$ cat config.mk
export PLATFORM = sky130hd
export DESIGN_NAME = vc_trace_val_rdy_monitor
export DESIGN_NICKNAME = d
export VERILOG_FILES = /design/src/rtl/vc_trace_val_rdy_monitor.sv
export SDC_FILE = /design/constraint.sdc
export NUM_CORES = 1
export LEC_CHECK = 0
export ABC_CLOCK_PERIOD_IN_PS = 1700
export CORE_MARGIN = 2
export CORE_UTILIZATION = 30
export CTS_CLUSTER_SIZE = 25
export DETAILED_ROUTE_END_ITERATION = 8
export HOLD_SLACK_MARGIN = 0.05
export PLACE_DENSITY_LB_ADDON = 0.25
export SYNTH_ARGS = -nofsm -noshare
export SYNTH_HDL_FRONTEND = slang
export SYNTH_SLANG_ARGS = --single-unit
$ cat constraint.sdc
create_clock -name clk -period 1.7 [get_ports clk]
set_clock_uncertainty 0.15 [all_clocks]
set_input_delay 0.425 -clock clk [delete_from_list [all_inputs] [get_ports clk]]
set_output_delay 0.425 -clock clk [all_outputs]
set_load 0.02 [all_outputs]
$ cat src/rtl/vc_trace_val_rdy_monitor.sv
// Multi-channel val/rdy trace monitor: registered per-channel trace codes,
// saturating transfer/stall counters and sticky protocol-violation flags.
module vc_trace_val_rdy_monitor #(
  parameter int NUM_CHANNELS = 2,
  parameter int NUMBITS      = 8,
  parameter int CNT_WIDTH    = 4,
  parameter int MUTEX_CHECK  = 0
) (
  input  logic                              clk,
  input  logic                              reset_n,
  input  logic                              clear,
  input  logic                              en,
  input  logic [NUM_CHANNELS-1:0]           val,
  input  logic [NUM_CHANNELS-1:0]           rdy,
  input  logic [NUM_CHANNELS*NUMBITS-1:0]   msg,
  output logic [2*NUM_CHANNELS-1:0]         code,
  output logic [NUM_CHANNELS*CNT_WIDTH-1:0] xfer_cnt,
  output logic [NUM_CHANNELS*CNT_WIDTH-1:0] stall_cnt,
  output logic [NUM_CHANNELS-1:0]           viol_drop,
  output logic [NUM_CHANNELS-1:0]           viol_chg,
  output logic                              mutex_err
);

  localparam logic [CNT_WIDTH-1:0] CNT_MAX = {CNT_WIDTH{1'b1}};
  localparam logic [CNT_WIDTH-1:0] CNT_ONE = CNT_WIDTH'(1'b1);

  function automatic logic [3:0] popcount(input logic [NUM_CHANNELS-1:0] v);
    logic [3:0] n;
    n = 4'd0;
    for (int i = 0; i < NUM_CHANNELS; i++) begin
      n = n + {3'b000, v[i]};
    end
    return n;
  endfunction

  logic [2*NUM_CHANNELS-1:0]         code_r,  code_s;
  logic [NUM_CHANNELS*CNT_WIDTH-1:0] xfer_r,  xfer_s;
  logic [NUM_CHANNELS*CNT_WIDTH-1:0] stall_r, stall_s;
  logic [NUM_CHANNELS-1:0]           drop_r,  drop_s;
  logic [NUM_CHANNELS-1:0]           chg_r,   chg_s;
  logic [NUM_CHANNELS-1:0]           pend_r,  pend_s;
  logic [NUM_CHANNELS*NUMBITS-1:0]   held_r,  held_s;
  logic                              mutex_r, mutex_s;

  // Next-state: trace codes, stall tracking, counters and sticky flags.
  always_comb begin
    code_s  = code_r;
    xfer_s  = xfer_r;
    stall_s = stall_r;
    drop_s  = drop_r;
    chg_s   = chg_r;
    pend_s  = pend_r;
    held_s  = held_r;
    for (int c = 0; c < NUM_CHANNELS; c++) begin
      code_s[2*c +: 2] = {val[c], rdy[c]};
      pend_s[c]        = val[c] & ~rdy[c];
      // Capture only on the first stall cycle so held is the promised message.
      if (val[c] & ~rdy[c] & ~pend_r[c]) begin
        held_s[c*NUMBITS +: NUMBITS] = msg[c*NUMBITS +: NUMBITS];
      end else begin
        held_s[c*NUMBITS +: NUMBITS] = held_r[c*NUMBITS +: NUMBITS];
      end
      if (clear) begin
        xfer_s[c*CNT_WIDTH +: CNT_WIDTH]  = {CNT_WIDTH{1'b0}};
        stall_s[c*CNT_WIDTH +: CNT_WIDTH] = {CNT_WIDTH{1'b0}};
        drop_s[c]                         = 1'b0;
        chg_s[c]                          = 1'b0;
      end else begin
        if (en && val[c] && rdy[c] && (xfer_r[c*CNT_WIDTH +: CNT_WIDTH] != CNT_MAX)) begin
          xfer_s[c*CNT_WIDTH +: CNT_WIDTH] = xfer_r[c*CNT_WIDTH +: CNT_WIDTH] + CNT_ONE;
        end else begin
          xfer_s[c*CNT_WIDTH +: CNT_WIDTH] = xfer_r[c*CNT_WIDTH +: CNT_WIDTH];
        end
        if (en && val[c] && !rdy[c] && (stall_r[c*CNT_WIDTH +: CNT_WIDTH] != CNT_MAX)) begin
          stall_s[c*CNT_WIDTH +: CNT_WIDTH] = stall_r[c*CNT_WIDTH +: CNT_WIDTH] + CNT_ONE;
        end else begin
          stall_s[c*CNT_WIDTH +: CNT_WIDTH] = stall_r[c*CNT_WIDTH +: CNT_WIDTH];
        end
        drop_s[c] = drop_r[c] | (pend_r[c] & ~val[c]);
        chg_s[c]  = chg_r[c] | (pend_r[c] & val[c] &
                    (msg[c*NUMBITS +: NUMBITS] != held_r[c*NUMBITS +: NUMBITS]));
      end
    end
    if (MUTEX_CHECK == 32'sd0) begin
      mutex_s = 1'b0;
    end else if (clear) begin
      mutex_s = 1'b0;
    end else if (popcount(val & rdy) > 4'd1) begin
      mutex_s = 1'b1;
    end else begin
      mutex_s = mutex_r;
    end
  end

  // State registers; reset also forgets any stall in progress.
  always_ff @(posedge clk or negedge reset_n) begin
    if (!reset_n) begin
      code_r  <= '0;
      xfer_r  <= '0;
      stall_r <= '0;
      drop_r  <= '0;
      chg_r   <= '0;
      pend_r  <= '0;
      held_r  <= '0;
      mutex_r <= 1'b0;
    end else begin
      code_r  <= code_s;
      xfer_r  <= xfer_s;
      stall_r <= stall_s;
      drop_r  <= drop_s;
      chg_r   <= chg_s;
      pend_r  <= pend_s;
      held_r  <= held_s;
      mutex_r <= mutex_s;
    end
  end

  assign code      = code_r;
  assign xfer_cnt  = xfer_r;
  assign stall_cnt = stall_r;
  assign viol_drop = drop_r;
  assign viol_chg  = chg_r;
  assign mutex_err = mutex_r;

endmodule

==> flow_summary.json <==
{
  "status": "finished, final reports clean",
  "critPathLaunch": "val[0]",
  "power_uw": 2150,
  "crit_arrival_ns": 1.67,
  "post-synth-top-area-fraction_pct": 54.8,
  "finalHoldViolations": 0,
  "syn_nets": 191,
  "rr_startpoint": "xfer_cnt[4]",
  "diodes": 0,
  "routed_wl_mm": 3.77,
  "busiest_layer": "met2",
  "peakVddDrop_uv": 310,
  "yosys_warnings": 0,
  "via_per_inst": 4.52,
  "yosys.area.top_type": "dfrtp_1",
  "worstHoldPathType": "reg -> reg",
  "crit_type": "in -> reg",
  "syn_to_final_growth_pct": 39.1,
  "syn_inst": 163,
  "finalSetupViolCount": 0,
  "fill_cells": 625,
  "rr_endpoint": "xfer_cnt[6]",
  "track_usage_pct": 12.0,
  "insertion_delay_ns": 0.28,
  "setup_tns_ns": 0,
  "drt-pass1-iter-count": 4,
  "io_pins": 49,
  "drt_iter0_markers": 35,
  "max_freq_mhz": 606,
  "power_density_nw_per_um2": 806,
  "core_area_um2": 6280,
  "fin_crit_ns": 1.65,
  "stdcell_count": 301,
  "crit_path_end_kind": "flop",
  "use_met1_pct": 15.9,
  "clock-sinks": 42,
  "start_kind": "input pin",
  "place_inst": 294,
  "cts_tree": "yes",
  "grt_first_pass_wirelength_mm": 6.68,
  "grt_max_degree": 43,
  "timing.final.crit_share_pct": 97.1,
  "rsz0062_at_grt": "yes",
  "detailed_place_hpwl_mm": 2.73,
  "grt_pass1_vias": 1386,
  "holdWs_ns": 0.353,
  "die_h_um": 84.0,
  "synth_cell_types": 22,
  "num_vias": 1361,
  "clkTransAtPathRegs_ns": 0.07,
  "root_buffer": "clkbuf_8",
  "required_ns": 1.72,
  "ys_top_cells_by_area": "dfrtp_1, xnor2_1, mux2_2",
  "initial_utilization_pct": 30.6,
  "post_drt_wl_per_cell_um": 12.5,
  "r2r_cells": 5,
  "drc": 0,
  "synth_seq_cells": 42,
  "die_w_um": 84.0,
  "drv_cap": 0,
  "clock_path_buffers": 2,
  "syn_avg_cell_area_um2": 11.8,
  "met2_usage_pct": 18.8,
  "portBuffers": 47,
  "numCtsBuffers": 5,
  "synth_seq_area_share_pct": 54.8,
  "slew_violations": 0,
  "htreeDepth": 2,
  "r2r_slack_ns": 0.17,
  "synth_area_um2": 1920,
  "p_leak_uw": 0.00123,
  "nets": 253,
  "grt_antenna_before_repair": 0,
  "crit_path_max_fanout": 8,
  "row_count": 29,
  "dieArea_um2": 7050,
  "place.gp.congestion": 0.773,
  "layout-drive-gt1-share_pct": 19.2,
  "gr-total-overflow": 0,
  "met3_usage_pct": 3.36,
  "antenna_left": 0,
  "endpoint": "held_r[5]"
}
-- final cells by class --
type / instances / area [µm²] / share of cell area [%]
Timing Repair Buffer: 59 / 578 / 21.7
Tap cell: 77 / 96.3 / 3.61
Clock buffer: 6 / 82.6 / 3.10
Multi-Input combinational cell: 113 / 845 / 31.7
Sequential cell: 42 / 1050 / 39.4
Inverter: 4 / 15.0 / 0.563
-- critical path: stages --
cell and delay [ns]:
clkdlybuf4s50_1 0.50, inv_2 0.06, nor3_4 0.21, buf_12 0.15, mux2_2 0.33
-- metrics by stage --
| stage | area, µm² | utilization, % | worst slack, ns |
|---|---|---|---|
| after floorplan | 1920 | - | 0.143 |
| after global placement | 2590 | 41.3 | -0.260 |
| after detailed placement | 2590 | 41.3 | -0.266 |
| after CTS | 2650 | 42.3 | 0.0448 |
| after global routing | 2670 | 42.5 | -0.0116 |
| final | 2670 | 42.5 | 0.0491 |
-- cell families after synthesis --
kind of cell    after synthesis  share of synthesized area [%]
compound gates               10                           2.61
xor+xnor                     28                           12.8
fa+ha+maj                     4                           2.61
buf+inv                       8                           1.96
flops                        42                           54.8
mux                          18                           10.4
other cells                   1                          0.196
simple gates                 52                           14.6
-- worst min-delay path by stage --
stage | end | cells after the start | slack, ns | start
2_1_floorplan | code[0] | 0 | -0.02 | reset_n
3_3_place_gp | held_r[9] | 2 | 0.27 | reset_n
3_5_place_dp | held_r[9] | 2 | 0.27 | reset_n
4_1_cts | viol_drop[1] | 2 | 0.35 | viol_drop[1]
5_1_grt | held_r[8] | 1 | 0.40 | held_r[8]
6_report | viol_drop[1] | 2 | 0.35 | viol_drop[1]
-- registers in the layout (all words and copies together) (netlist names) --
| register | flops |
|---|---|
| xfer_cnt | 8 |
| code | 4 |
| stall_cnt | 8 |
| viol_chg | 2 |
| held_r | 16 |
| viol_drop | 2 |
| pend_r | 2 |
-- timing repair --
action / 4_1_cts / 5_1_grt
gates cloned: 0 / 0
hold buffers: 1 / 0
gates resized for setup: 24 / 3
pin swaps: 0 / 1
endpoints found under the setup margin: 24 / 4
endpoints found under the hold margin: 42 / 0
buffers inserted: 0 / 0
-- metal layers --
layer	up-vias	wire, µm
li1	672	-
met1	647	1810
met2	37	1720
met3	5	175
met4	0	55
met5	-	0
-- layout by cell type (no fill, tap or decap), drive strengths merged --
cell           instances
xor2                   6
and3                   4
xnor2                 22
nor3b                  2
nand3                  8
nor3                   4
ha                     4
buf                   12
mux2i                  2
and2b                  2
nor2                  20
dfrtp                 42
dlygate4sd2           24
o21ai                  6
nand4                  8
dlygate4sd3            1
conb                   1
mux2                  16
a21oi                  4
clkdlybuf4s50         22
inv                    4
nand2                  4
clkbuf                 6
-- where the power goes --
| part | internal, µW | switching [µW] |
|---|---|---|
| sequential | 1090 | 57.7 |
| combinational | 224 | 158 |
| clock | 313 | 312 |
| total | 1620 | 528 |
-- synth_stat cells --
library cell  instances
nor2_1               20
nor3_4                2
buf_4                 2
conb_1                1
ha_1                  4
o21ai_0               6
nand3_1               8
xnor2_1              22
mux2i_1               2
inv_1                 2
and2b_2               2
and3_1                4
nand4_1               8
mux2_2               16
nor3b_1               2
a21oi_1               4
nor3_1                2
nand2_1               4
inv_2                 2
xor2_1                6
dfrtp_1              42
clkbuf_1              2
Note: power is estimated with default switching activity, not from simulation.
